File: src/rtl/frc_div_seq_if.sv
// Handshake bundle for the sequential fraction divider.
// master: operand source / result sink; slave: the divider.
interface frc_div_seq_if #(
    parameter int FW = 23
);
    logic          in_valid;
    logic          in_ready;
    logic [FW-1:0] frc_X;
    logic [FW-1:0] frc_Y;
    logic          out_valid;
    logic          out_ready;
    logic [FW+2:0] frc_Q;
    logic          sticky;

    modport master (
        output in_valid, frc_X, frc_Y, out_ready,
        input  in_ready, out_valid, frc_Q, sticky
    );

    modport slave (
        input  in_valid, frc_X, frc_Y, out_ready,
        output in_ready, out_valid, frc_Q, sticky
    );
endinterface

File: src/rtl/frc_div_seq.sv
// Radix-2 restoring divider: {1,X}/{1,Y} -> 1 int bit, FW+2 frac bits, sticky.
// Ports: clk, rst (sync, active high), io (slave: in/out valid-ready, X, Y, Q, sticky).
module frc_div_seq #(
    parameter int FW = 23
) (
    input  logic         clk,
    input  logic         rst,
    frc_div_seq_if.slave io
);
    localparam int RW = FW + 2;
    localparam int QW = FW + 3;
    localparam int CW = $clog2(QW);
    localparam logic [CW-1:0] LAST = CW'(FW + 2);

    typedef enum logic [1:0] {
        IDLE,
        RUN,
        DONE
    } state_t;

    state_t        state_q, state_d;
    logic [CW-1:0] cnt_q, cnt_d;
    logic [FW:0]   b_q, b_d;
    logic [RW-1:0] r_q, r_d;
    logic [QW-1:0] q_q, q_d;
    logic [QW-1:0] frc_q_q, frc_q_d;
    logic          sticky_q, sticky_d;
    logic          in_ready_q, in_ready_d;
    logic          out_valid_q, out_valid_d;

    logic [RW-1:0] r_sh;
    logic [RW-1:0] r_nx;
    logic          q_bit;

    // Cycle 0 produces the integer bit without shifting; later cycles
    // double R first. R < B holds afterwards, so the shift never overflows.
    always_comb begin
        r_sh  = (cnt_q == '0) ? r_q : {r_q[RW-2:0], 1'b0};
        q_bit = (r_sh >= {1'b0, b_q});
        r_nx  = q_bit ? (r_sh - {1'b0, b_q}) : r_sh;
    end

    always_comb begin
        state_d     = state_q;
        cnt_d       = cnt_q;
        b_d         = b_q;
        r_d         = r_q;
        q_d         = q_q;
        frc_q_d     = frc_q_q;
        sticky_d    = sticky_q;
        in_ready_d  = in_ready_q;
        out_valid_d = out_valid_q;
        unique case (state_q)
            IDLE: begin
                if (io.in_valid) begin
                    b_d        = {1'b1, io.frc_Y};
                    r_d        = {2'b01, io.frc_X};
                    q_d        = '0;
                    cnt_d      = '0;
                    in_ready_d = 1'b0;
                    state_d    = RUN;
                end
            end
            RUN: begin
                r_d   = r_nx;
                q_d   = {q_q[QW-2:0], q_bit};
                cnt_d = cnt_q + 1'b1;
                if (cnt_q == LAST) begin
                    frc_q_d     = {q_q[QW-2:0], q_bit};
                    sticky_d    = |r_nx;
                    out_valid_d = 1'b1;
                    state_d     = DONE;
                end
            end
            DONE: begin
                if (io.out_ready) begin
                    out_valid_d = 1'b0;
                    in_ready_d  = 1'b1;
                    state_d     = IDLE;
                end
            end
            default: begin
                state_d     = IDLE;
                in_ready_d  = 1'b1;
                out_valid_d = 1'b0;
            end
        endcase
    end

    always_ff @(posedge clk) begin
        if (rst) begin
            state_q     <= IDLE;
            cnt_q       <= '0;
            b_q         <= '0;
            r_q         <= '0;
            q_q         <= '0;
            frc_q_q     <= '0;
            sticky_q    <= 1'b0;
            in_ready_q  <= 1'b1;
            out_valid_q <= 1'b0;
        end else begin
            state_q     <= state_d;
            cnt_q       <= cnt_d;
            b_q         <= b_d;
            r_q         <= r_d;
            q_q         <= q_d;
            frc_q_q     <= frc_q_d;
            sticky_q    <= sticky_d;
            in_ready_q  <= in_ready_d;
            out_valid_q <= out_valid_d;
        end
    end

    assign io.in_ready  = in_ready_q;
    assign io.out_valid = out_valid_q;
    assign io.frc_Q     = frc_q_q;
    assign io.sticky    = sticky_q;
endmodule

File: src/flat_wrapper.sv
// flat-port wrapper written by rule: the top's interface ports become plain ports
module frc_div_seq_flat 
#(
    parameter int FW = 23
)
  (clk, rst, io_in_valid, io_frc_X, io_frc_Y, io_out_ready, io_in_ready, io_out_valid, io_frc_Q, io_sticky);
  frc_div_seq_if #(.FW(FW)) io_i ();
  input  logic clk;
  input  logic rst;
  input wire logic [$bits(io_i.in_valid)-1:0] io_in_valid;
  input wire logic [$bits(io_i.frc_X)-1:0] io_frc_X;
  input wire logic [$bits(io_i.frc_Y)-1:0] io_frc_Y;
  input wire logic [$bits(io_i.out_ready)-1:0] io_out_ready;
  output wire logic [$bits(io_i.in_ready)-1:0] io_in_ready;
  output wire logic [$bits(io_i.out_valid)-1:0] io_out_valid;
  output wire logic [$bits(io_i.frc_Q)-1:0] io_frc_Q;
  output wire logic [$bits(io_i.sticky)-1:0] io_sticky;
  assign io_i.in_valid = io_in_valid;
  assign io_i.frc_X = io_frc_X;
  assign io_i.frc_Y = io_frc_Y;
  assign io_i.out_ready = io_out_ready;
  assign io_in_ready = io_i.in_ready;
  assign io_out_valid = io_i.out_valid;
  assign io_frc_Q = io_i.frc_Q;
  assign io_sticky = io_i.sticky;
  frc_div_seq #(.FW(FW)) u_core (.clk(clk), .rst(rst), .io(io_i));
endmodule
File: config.mk
export PLATFORM = sky130hd
export DESIGN_NAME = frc_div_seq_flat
export DESIGN_NICKNAME = d
export VERILOG_FILES = /design/src/rtl/frc_div_seq_if.sv /design/src/rtl/frc_div_seq.sv /design/src/flat_wrapper.sv
export SDC_FILE = /design/constraint.sdc
export NUM_CORES = 1
export LEC_CHECK = 0
export ABC_AREA = 1
export BUFFER_PORTS_ARGS = -buffer_cell sky130_fd_sc_hd__buf_2
export CAP_MARGIN = 20
export CORE_MARGIN = 5
export CORE_UTILIZATION = 55
export CTS_BUF_LIST = sky130_fd_sc_hd__clkbuf_8
export DETAILED_ROUTE_END_ITERATION = 10
export PLACE_DENSITY = 0.76
export SETUP_SLACK_MARGIN = 0.1
export SYNTH_ARGS = -nofsm -noshare
export SYNTH_HDL_FRONTEND = slang
export SYNTH_SLANG_ARGS = --single-unit
File: constraint.sdc
create_clock -name clk -period 2.9 [get_ports clk]
set_input_delay 0.435 -clock clk [delete_from_list [all_inputs] [get_ports clk]]
set_output_delay 0.435 -clock clk [all_outputs]
set_load 0.005 [all_outputs]
==> flow_summary.toml, run 1 <==
[timing]
finalCriticalPeriod_ns = 3.47
finalSetupTns_ns = -6.18
finalCritPeriodShare = 1.20
hold_viol = 0
slew_headroom = 0.486
fmax_ghz = 0.288
layout_setup_ws_ns = -0.574
worst_pin_slew_ns = 0.771
finalMaxSlewViolations = 0
rsz0062_at_grt = "true"
setup_viol = 28
worst_clock_skew_ns = 0.0118

[power_and_ir_drop]
combPwrFrac = 0.605
seqPwrFrac = 0.244
power_density_nw_per_um2 = 759
pwr-share-clk = 0.151
p_leak_nw = 3.98
p_switching_w = 0.00286
switching_share = 0.423
p_int_w = 0.00391
power_w = 0.00677
ir_drop_v = 0.000361

[setup_path]
critPathKind = "register to register"
r2r_cells = 25
reg2reg_slack_ns = -0.57
max_stage_delay_ns = 0.34
setup.worst_path.start = "u_core.cnt_q[0]"
cp_max_fo = 8
r2r-end = "u_core.io.sticky"
startpoint_type = "register"
timing.rr.start = "u_core.cnt_q[0]"
end_kind = "register"
worstPathArrival_ns = 3.76
cp.required_ns = 3.18
crit_top_cell = "nor2_1"
slowest_stage = "dfxtp_2"

[min_path]
hold_path_startpoint = "io_frc_X[19]"
whs_path_depth = 3
min_path_type = "input pin to register"
hold_end = "u_core.r_q[19]"

[yosys]
yosysSeqAreaShare = 0.350
ys_warn_count = 0
syn-num-nets = 1057
yosysTopAreaCellShare = 0.350
syn_inst = 979
synthDistinctLibCells = 40
synth_seq_cells = 110
synthTopCellsByArea = "dfxtp_1 (35%), nand2_1 (20%), a21oi_1 (8.7%)"
synth_area_leader_cell = "dfxtp_1"
syn_area_per_cell_um2 = 6.42
syn_area_um2 = 6290

[cts]
cts_inserted_buffers = 9
clockRootBuffer = "clkbuf_8"
numClockSinks = 110
htree_num_levels = 3
clock_latency_ns = 0.39
cts_tree = "done"
cts_buffer_depth = 2
hold_buffers = 0
clkTransAtPathRegs_ns = 0.11

[global_routing]
grt_max_degree = 77
grt_pass1_vias = 6514
gr-usage-all-layers = 0.277
grt_pass1_wl_um = 30600
antenna_found_initial = 0
overflow = 0

[floorplanning]
dieWidth_um = 117
dieArea_um2 = 13700
placementRows = 39
io_pins = 79
coreArea_um2 = 11300
initial_utilization = 0.555
fp.dieH_um = 117

[detailed_routing]
ant_nets = 0
drc = 0
num_vias = 7144
drtPass1Iterations = 5
wl_um = 20200
drtIter0Drc = 591
wl_per_cell_um = 15.3
via_per_inst = 5.41

[layout]
drive_above_1_share = 0.347
final_cell_mix = "nand2_1 (289), buf_4 (132), dfxtp_1 (108)"
nets = 1251
post-route-util = 0.788
layout_commonest_cell = "nand2_1"
area_growth_pct = 41.9
antenna_cells = 0
stdcell_count = 1321

[status]
status = "complete, but fails checks"
failed_checks = "negative setup slack"

[place]
dpl.hpwl_um = 12800
numPlacedInstances = 1272
globalplace.congestion = 0.947
port_buffers = 78

[job]
drv_cap = 0
[area by class of cell]
type | count | area, µm²
Timing Repair Buffer | 225 | 1570
Tap cell | 143 | 179
Clock buffer | 10 | 138
Inverter | 95 | 372
Fill cell | 815 | 2400
Sequential cell | 110 | 2200
Multi-Input combinational cell | 731 | 4370
Clock inverter | 6 | 75.1
Timing Repair inverter | 1 | 8.76
[critical path: cells and delay by family (launching register included)]
family | cells | cell delay [ns]
and+or+nand+nor | 15 | 1.72
AOI/OAI and AO/OA | 2 | 0.36
DFF | 1 | 0.34
adders and majority gates | 2 | 0.37
buffers and inverters | 6 | 0.57
[metal layers]
metal / wire (µm) / vias to the layer above / track usage
met5: 0 / - / 0
met4: 716 / 0 / 0.0948
met2: 9410 / 274 / 0.457
li1: - / 3532 / -
met3: 1390 / 62 / 0.0427
met1: 8710 / 3276 / 0.369
[how the worst max path moves through the flow]
stage,endpoint,slack [ns],cells past startpoint
detailed placement,u_core.io.sticky,-0.56,25
global placement,u_core.io.sticky,-0.48,25
global route,u_core.io.sticky,-0.72,25
finish,u_core.io.sticky,-0.57,25
floorplan,u_core.io.sticky,0.03,26
CTS,u_core.io.sticky,-0.27,27
[cells in the mapped netlist]
cell and instances:
nand2_1 339, dfxtp_1 110, a21oi_1 109, inv_1 92, nor2_1 69, o21ai_0 67
nand3_1 39, clkbuf_1 34, ha_1 27, a31oi_1 14, xor2_1 12, o21bai_1 7
buf_2 6, nand2_2 5, nor3_1 5, nand4_1 4, nor2_2 4, xnor2_1 4
o21a_1 3, o21ai_1 3, buf_4 2, inv_2 2, nand3_2 2, nor4_1 2
or2_1 2, or2_2 2, a211oi_1 1, a21boi_0 1, a21o_1 1, a21oi_2 1
buf_6 1, clkbuf_4 1, clkinv_1 1, fa_1 1, nand2_4 1, nand3b_1 1
nand4_2 1, nor2_4 1, o211ai_1 1, o221ai_1 1
[power by group through the flow]
| stage | Sequential (W) | Clock, W | Combinational [W] |
|---|---|---|---|
| after floorplan | 0.00167 | 0 | 0.00173 |
| after global placement | 0.00168 | 0 | 0.00297 |
| after detailed placement | 0.00168 | 0 | 0.00299 |
| after CTS | 0.00165 | 0.00103 | 0.00350 |
| after global routing | 0.00166 | 0.00110 | 0.00441 |
| final | 0.00165 | 0.00102 | 0.00410 |
[what timing repair did]
action	CTS	global route
resized for setup	106	81
gates cloned	4	1
endpoints found under the setup margin	28	28
pin swaps	30	38
setup buffers	15	13
[stage by stage]
stage                     area [µm²]  setup WS, ns  hold slack [ns]
after global placement          7630        -0.477            0.436
after floorplan                 6390        0.0264            0.433
final                           8920        -0.574            0.307
after detailed placement        7630        -0.556            0.439
after CTS                       8490        -0.266            0.302
after global routing            8920        -0.718            0.321
[registers in the layout, summed over array words and instances (netlist names)]
register / cells
u_core.cnt_q: 5
u_core.state_q: 2
u_core.b_q: 24
u_core.io.sticky: 1
u_core.io.in_ready: 1
u_core.io.frc_Q: 26
u_core.r_q: 25
u_core.io.out_valid: 1
u_core.q_q: 25
[cells by family (layout without fill, tap and decap cells)]
kind of cell / after synthesis / in the layout / synth area share
and+or+nand+nor: 477 / 478 / 0.307
AOI/OAI and AO/OA: 209 / 209 / 0.176
buffers and inverters: 139 / 337 / 0.0872
DFF: 110 / 110 / 0.350
adders and majority gates: 28 / 28 / 0.0569
xor gates and xnor gates: 16 / 16 / 0.0223
Power figures use the tool's default switching activity.
==> inputs of run 2 (changes only) <==
Settings changed: CAP_MARGIN 20 to 10, RECOVER_POWER from default to 50.
==> run 2 against run 1 <==
  * Sequential power is essentially flat
  * Cell count is the same
  * Register-to-register slack is essentially flat
  * Non-clock buffer count is the same
  * Largest cell class unchanged
  * Critical path type unchanged
  * The flow finishes with violations (max-capacitance violations, max-slew violations, negative setup slack)
  * Total power is essentially flat
  * Worst hold slack gained 0.0015 ns
  * First-iteration DRC count grew 8.6%
  * Global-route usage is the same
  * Final area shrank 0.39%
  * Routed wire length shrank 0.17%
  * Via count grew 0.28%
  * Clock skew is essentially flat
==> flow_summary.toml, run 2 (synthesized netlist as in run 1, its figures left out) <==
[status]
status = "complete, but fails checks"
failed_checks = "max-capacitance violations, max-slew violations, negative setup slack"

[job]
drv_cap = 1

[min_path]
hold_end = "u_core.r_q[19]"
hold_path_startpoint = "io_frc_X[19]"
whs_path_depth = 3
min_path_type = "input pin to register"

[cts]
htree_num_levels = 3
clockRootBuffer = "clkbuf_8"
numClockSinks = 110
cts_tree = "done"
clock_latency_ns = 0.39
cts_inserted_buffers = 9
hold_buffers = 0
clkTransAtPathRegs_ns = 0.11
cts_buffer_depth = 2

[timing]
worst_clock_skew_ns = 0.0117
layout_setup_ws_ns = -0.559
worst_pin_slew_ns = 1.96
slew_headroom = -0.309
finalCritPeriodShare = 1.19
finalCriticalPeriod_ns = 3.46
rsz0062_at_grt = "true"
fmax_ghz = 0.289
hold_slack_ns = 0.308
hold_viol = 0
setup_viol = 28
finalMaxSlewViolations = 51

[setup_path]
critPathKind = "register to register"
end_kind = "register"
r2r-end = "u_core.io.sticky"
reg2reg_slack_ns = -0.56
r2r_cells = 25
worstPathArrival_ns = 3.74
timing.rr.start = "u_core.cnt_q[1]"
setup.worst_path.start = "u_core.cnt_q[1]"
cp_max_fo = 8
startpoint_type = "register"
cp.required_ns = 3.19

[place]
dpl_cell_area_um2 = 7630
globalplace.congestion = 0.947
dpl.hpwl_um = 12800
port_buffers = 78

[detailed_routing]
drc = 0
num_vias = 7164
wl_um = 20200
via_per_inst = 5.42
drtPass1Iterations = 7
wl_per_cell_um = 15.3
ant_nets = 0
drtIter0Drc = 642

[layout]
largest_reg_flops = 26
area_growth_pct = 41.3
layout_commonest_cell = "nand2_1"
antenna_cells = 0
final_cell_mix = "nand2_1 (289), buf_4 (131), dfxtp_1 (108)"
drive_above_1_share = 0.325
fin_area_um2 = 8880
nets = 1251

[floorplanning]
fp.dieH_um = 117
dieArea_um2 = 13700
io_pins = 79
initial_utilization = 0.555
coreArea_um2 = 11300
dieWidth_um = 117
placementRows = 39

[global_routing]
overflow = 0
grt_max_degree = 77
antenna_found_initial = 0
gr-usage-all-layers = 0.277
grt_pass1_vias = 6514
grt_pass1_wl_um = 30600

[power_and_ir_drop]
p_leak_nw = 3.87
power_density_nw_per_um2 = 763
ir_drop_v = 0.000359
run 2: how the worst max path moves through the flow:
| stage | endpoint | slack, ns | cells after the start |
|---|---|---|---|
| after floorplan | u_core.io.sticky | 0.03 | 26 |
| after CTS | u_core.io.sticky | -0.27 | 27 |
| after global placement | u_core.io.sticky | -0.48 | 25 |
| final | u_core.io.sticky | -0.56 | 25 |
| after detailed placement | u_core.io.sticky | -0.56 | 25 |
| after global routing | u_core.io.sticky | -0.72 | 25 |
run 2: layout make-up:
class | count | area (µm²)
clock inverter | 6 | 75.1
tap | 143 | 179
clock buffer | 10 | 138
fill | 836 | 2440
timing repair buffer | 225 | 1540
sequential | 110 | 2200
multi-input combinational | 731 | 4370
inverter | 95 | 372
timing repair inverter | 1 | 8.76
run 2: report_power, final:
| part | internal (W) | switching [W] | leakage, nW |
|---|---|---|---|
| registers | 0.00160 | 0.0000542 | 0.898 |
| clock network | 0.000438 | 0.000585 | 0.105 |
| logic | 0.00187 | 0.00223 | 2.87 |
run 2: routing by layer:
layer  vias up  global-route usage  routed length (µm)
met5         -                   0                   0
met4         0              0.0948                 671
met3        55              0.0427                1400
met2       291               0.457                9460
met1      3280               0.369                8660
li1       3538                   -                   -
run 2: repair_timing:
action,CTS,global route
setup endpoints to repair,28,28
resized for setup,106,81
buffers inserted,15,13
cloned,4,1
pin swaps,30,38
run 2: metrics by stage:
step	cells	power, W	setup WS [ns]	util	TNS [ns]
final	1321	0.00678	-0.559	0.785	-6.05
after global routing	1321	0.00716	-0.718	0.785	-10.34
after CTS	1307	0.00617	-0.266	0.750	-2.00
after detailed placement	1272	0.00467	-0.556	0.674	-9.85
after global placement	1272	0.00465	-0.477	0.674	-8.38
after floorplan	979	0.00340	0.0264	-	0
run 2: worst max-delay path: stages, from the launching register on:
cell and delay, ns:
dfxtp_2 0.34, inv_2 0.07, ha_4 0.12, inv_2 0.04
nor2_4 0.17, nand2_8 0.14, buf_12 0.18, o21ai_4 0.21
ha_4 0.25, nand2_2 0.10, inv_2 0.05, a21oi_4 0.15
nand3_2 0.12, nand2_2 0.11, inv_1 0.06, nand2_2 0.08
nand3_4 0.14, buf_6 0.18, nand2_1 0.08, nand2_1 0.09
nor2_1 0.16, nand2_1 0.10, nor2_1 0.14, nand3_1 0.09
nor2_1 0.12, nor2_1 0.06
==> inputs of run 3 (changes only) <==
Settings changed: ABC_AREA 1 to default, SLEW_MARGIN from default to 10.
==> run 3 against run 2 <==
  * The run ends with negative setup slack left
  * Largest cell class unchanged
  * First-iteration DRC count increased by 20%
  * Die area decreased by 1.3%
  * Non-clock buffer count increased by 54
  * Critical path type unchanged
  * Clock power decreased by 3%
  * Synthesized area decreased by 1.5%
  * Clock-buffer cell count decreased by 1
  * Highest routed layer unchanged
  * Sequential power increased by 7%
==> flow_summary.toml, run 3 <==
[status]
status = "complete, but fails checks"
failed_checks = "negative setup slack"

[setup_path]
end_kind = "register"
r2r_cells = 28
cp.required_ns = 3.16
worstPathArrival_ns = 4.37
critPathKind = "register to register"
timing.rr.start = "u_core.cnt_q[1]"
cp_max_fo = 6
slowest_stage = "dfxtp_2"
startpoint_type = "register"
crit_top_cell = "buf_4"
max_stage_delay_ns = 0.34
r2r-end = "u_core.io.sticky"
reg2reg_slack_ns = -1.21

[detailed_routing]
drtIter0Drc = 768
drc = 0
num_vias = 7082
wl_um = 22400
met2_length_um = 11200
drt-met1-wl_um = 8860
drtPass1Iterations = 5
route.met3.wl_um = 1530
top_layer = "met4"
via_per_inst = 5.95
ant_nets = 0
wl_per_cell_um = 18.8

[cts]
hold_buffers = 0
cts_inserted_buffers = 9
cts_buffer_depth = 2
clkTransAtPathRegs_ns = 0.11
htree_num_levels = 3
clockRootBuffer = "clkbuf_8"
cts_tree = "done"
clock_latency_ns = 0.41
numClockSinks = 110

[floorplanning]
dieArea_um2 = 13500
placementRows = 38
initial_utilization = 0.566
fp.dieH_um = 116
coreArea_um2 = 10900
io_pins = 79
dieWidth_um = 116

[place]
dpl.hpwl_um = 14200
globalplace.congestion = 0.974
dpl_cell_area_um2 = 7740
port_buffers = 78

[power_and_ir_drop]
power_density_nw_per_um2 = 1010
ir_drop_v = 0.000607
power_w = 0.00914
p_leak_nw = 3.88

[timing]
slew_headroom = 0.0705
hold_viol = 0
setup_viol = 28
layout_setup_ws_ns = -1.21
rsz0062_at_grt = "true"
finalCritPeriodShare = 1.42
finalCriticalPeriod_ns = 4.11
finalMaxSlewViolations = 0
hold_slack_ns = 0.254
worst_pin_slew_ns = 1.39
worst_clock_skew_ns = 0.00952
fmax_ghz = 0.243

[yosys]
postSynth.asyncResetShare = 0
synthTopCellsByCount = "nand2_1 (168), a21oi_1 (123), dfxtp_1 (110), inv_1 (50), clkbuf_1 (44)"
synthTopCellsByArea = "dfxtp_1 (36%), nand2_1 (10%), a21oi_1 (9.9%)"
syn_area_um2 = 6190
synth_most_common_cell = "nand2_1"
ys_warn_count = 0
synth_flop_cell = "dfxtp_1"
synth-edff-count = 0
syn_area_per_cell_um2 = 7.61
synthDistinctLibCells = 56
syn-num-nets = 892
yosysTopAreaCellShare = 0.355
synth_area_leader_cell = "dfxtp_1"
synth_seq_cells = 110
yosysSeqAreaShare = 0.355
syn_inst = 814

[global_routing]
gr-usage-all-layers = 0.316
grt_pass1_wl_um = 33500
overflow = 0
antenna_found_initial = 0
grt_pass1_vias = 6763
grt_max_degree = 88

[layout]
antenna_cells = 0
largest_reg_flops = 26
fin_area_um2 = 9090
area_growth_pct = 46.8
drive_above_1_share = 0.369
layout_commonest_cell = "buf_4"
nets = 1124
post-route-util = 0.831
final_cell_mix = "buf_4 (174), nand2_1 (159), a21oi_1 (113)"

[job]
drv_cap = 0

[min_path]
whs_path_depth = 3
hold_end = "u_core.b_q[10]"
hold_path_startpoint = "io_frc_Y[10]"
min_path_type = "input pin to register"
[run 3: worst max path at each step]
stage	startpoint	end	slack, ns
after floorplan	u_core.cnt_q[0]	u_core.io.sticky	-0.78
after global placement	u_core.cnt_q[1]	u_core.io.sticky	-1.12
after detailed placement	u_core.cnt_q[1]	u_core.io.sticky	-1.29
after CTS	u_core.cnt_q[0]	u_core.io.sticky	-1.06
after global routing	u_core.cnt_q[1]	u_core.io.sticky	-1.41
final	u_core.cnt_q[1]	u_core.io.sticky	-1.21
[run 3: critical path: cells and delay by family, from the launching register on]
kind	cells	cell delay (ns)
flip-flops	1	0.34
AO/OA/AOI/OAI	2	0.55
buffers and inverters	19	1.94
AND/OR/NAND/NOR	5	0.78
multiplexers	1	0.26
adder cells (fa/ha/maj)	1	0.12
[run 3: logic make-up (layout without fill, tap and decap cells)]
logic type	after synthesis	count (layout)	share of synthesized area
AO/OA/AOI/OAI	215	216	0.210
adder cells (fa/ha/maj)	28	28	0.0578
XOR/XNOR	21	21	0.0297
flip-flops	110	110	0.355
buffers and inverters	109	345	0.0675
AND/OR/NAND/NOR	289	289	0.210
multiplexers	42	42	0.0697
[run 3: timing repair]
| action | CTS | global route |
|---|---|---|
| setup buffers | 30 | 22 |
| gates resized for setup | 104 | 44 |
| pin swaps | 25 | 21 |
| cloned | 4 | 0 |
| setup endpoints to repair | 28 | 28 |
[run 3: cell type report]
type / count / area (µm²)
multi-input combinational: 596 / 4270
sequential: 110 / 2200
timing repair buffer: 279 / 2050
fill: 706 / 1840
inverter: 50 / 188
tap: 140 / 175
clock buffer: 9 / 124
clock inverter: 7 / 80.1
[run 3: per-stage QoR]
step / setup WS [ns] / setup TNS [ns] / std cells
floorplan: -0.784 / -14.51 / 814
global placement: -1.12 / -21.59 / 1120
detailed placement: -1.29 / -24.92 / 1120
CTS: -1.06 / -21.37 / 1169
global route: -1.41 / -30.49 / 1191
finish: -1.21 / -25.66 / 1191
[run 3: routing by layer]
metal,vias to the layer above,GRT usage
li1,3290,-
met1,3359,0.387
met2,350,0.557
met3,83,0.0446
met4,0,0.134
met5,-,0
[run 3: report_power, final]
part	total [W]	switching [W]	internal, W
Clock	0.000985	0.000573	0.000412
Combinational	0.00639	0.00299	0.00340
Sequential	0.00176	0.000140	0.00162
Total	0.00914	0.00370	0.00544
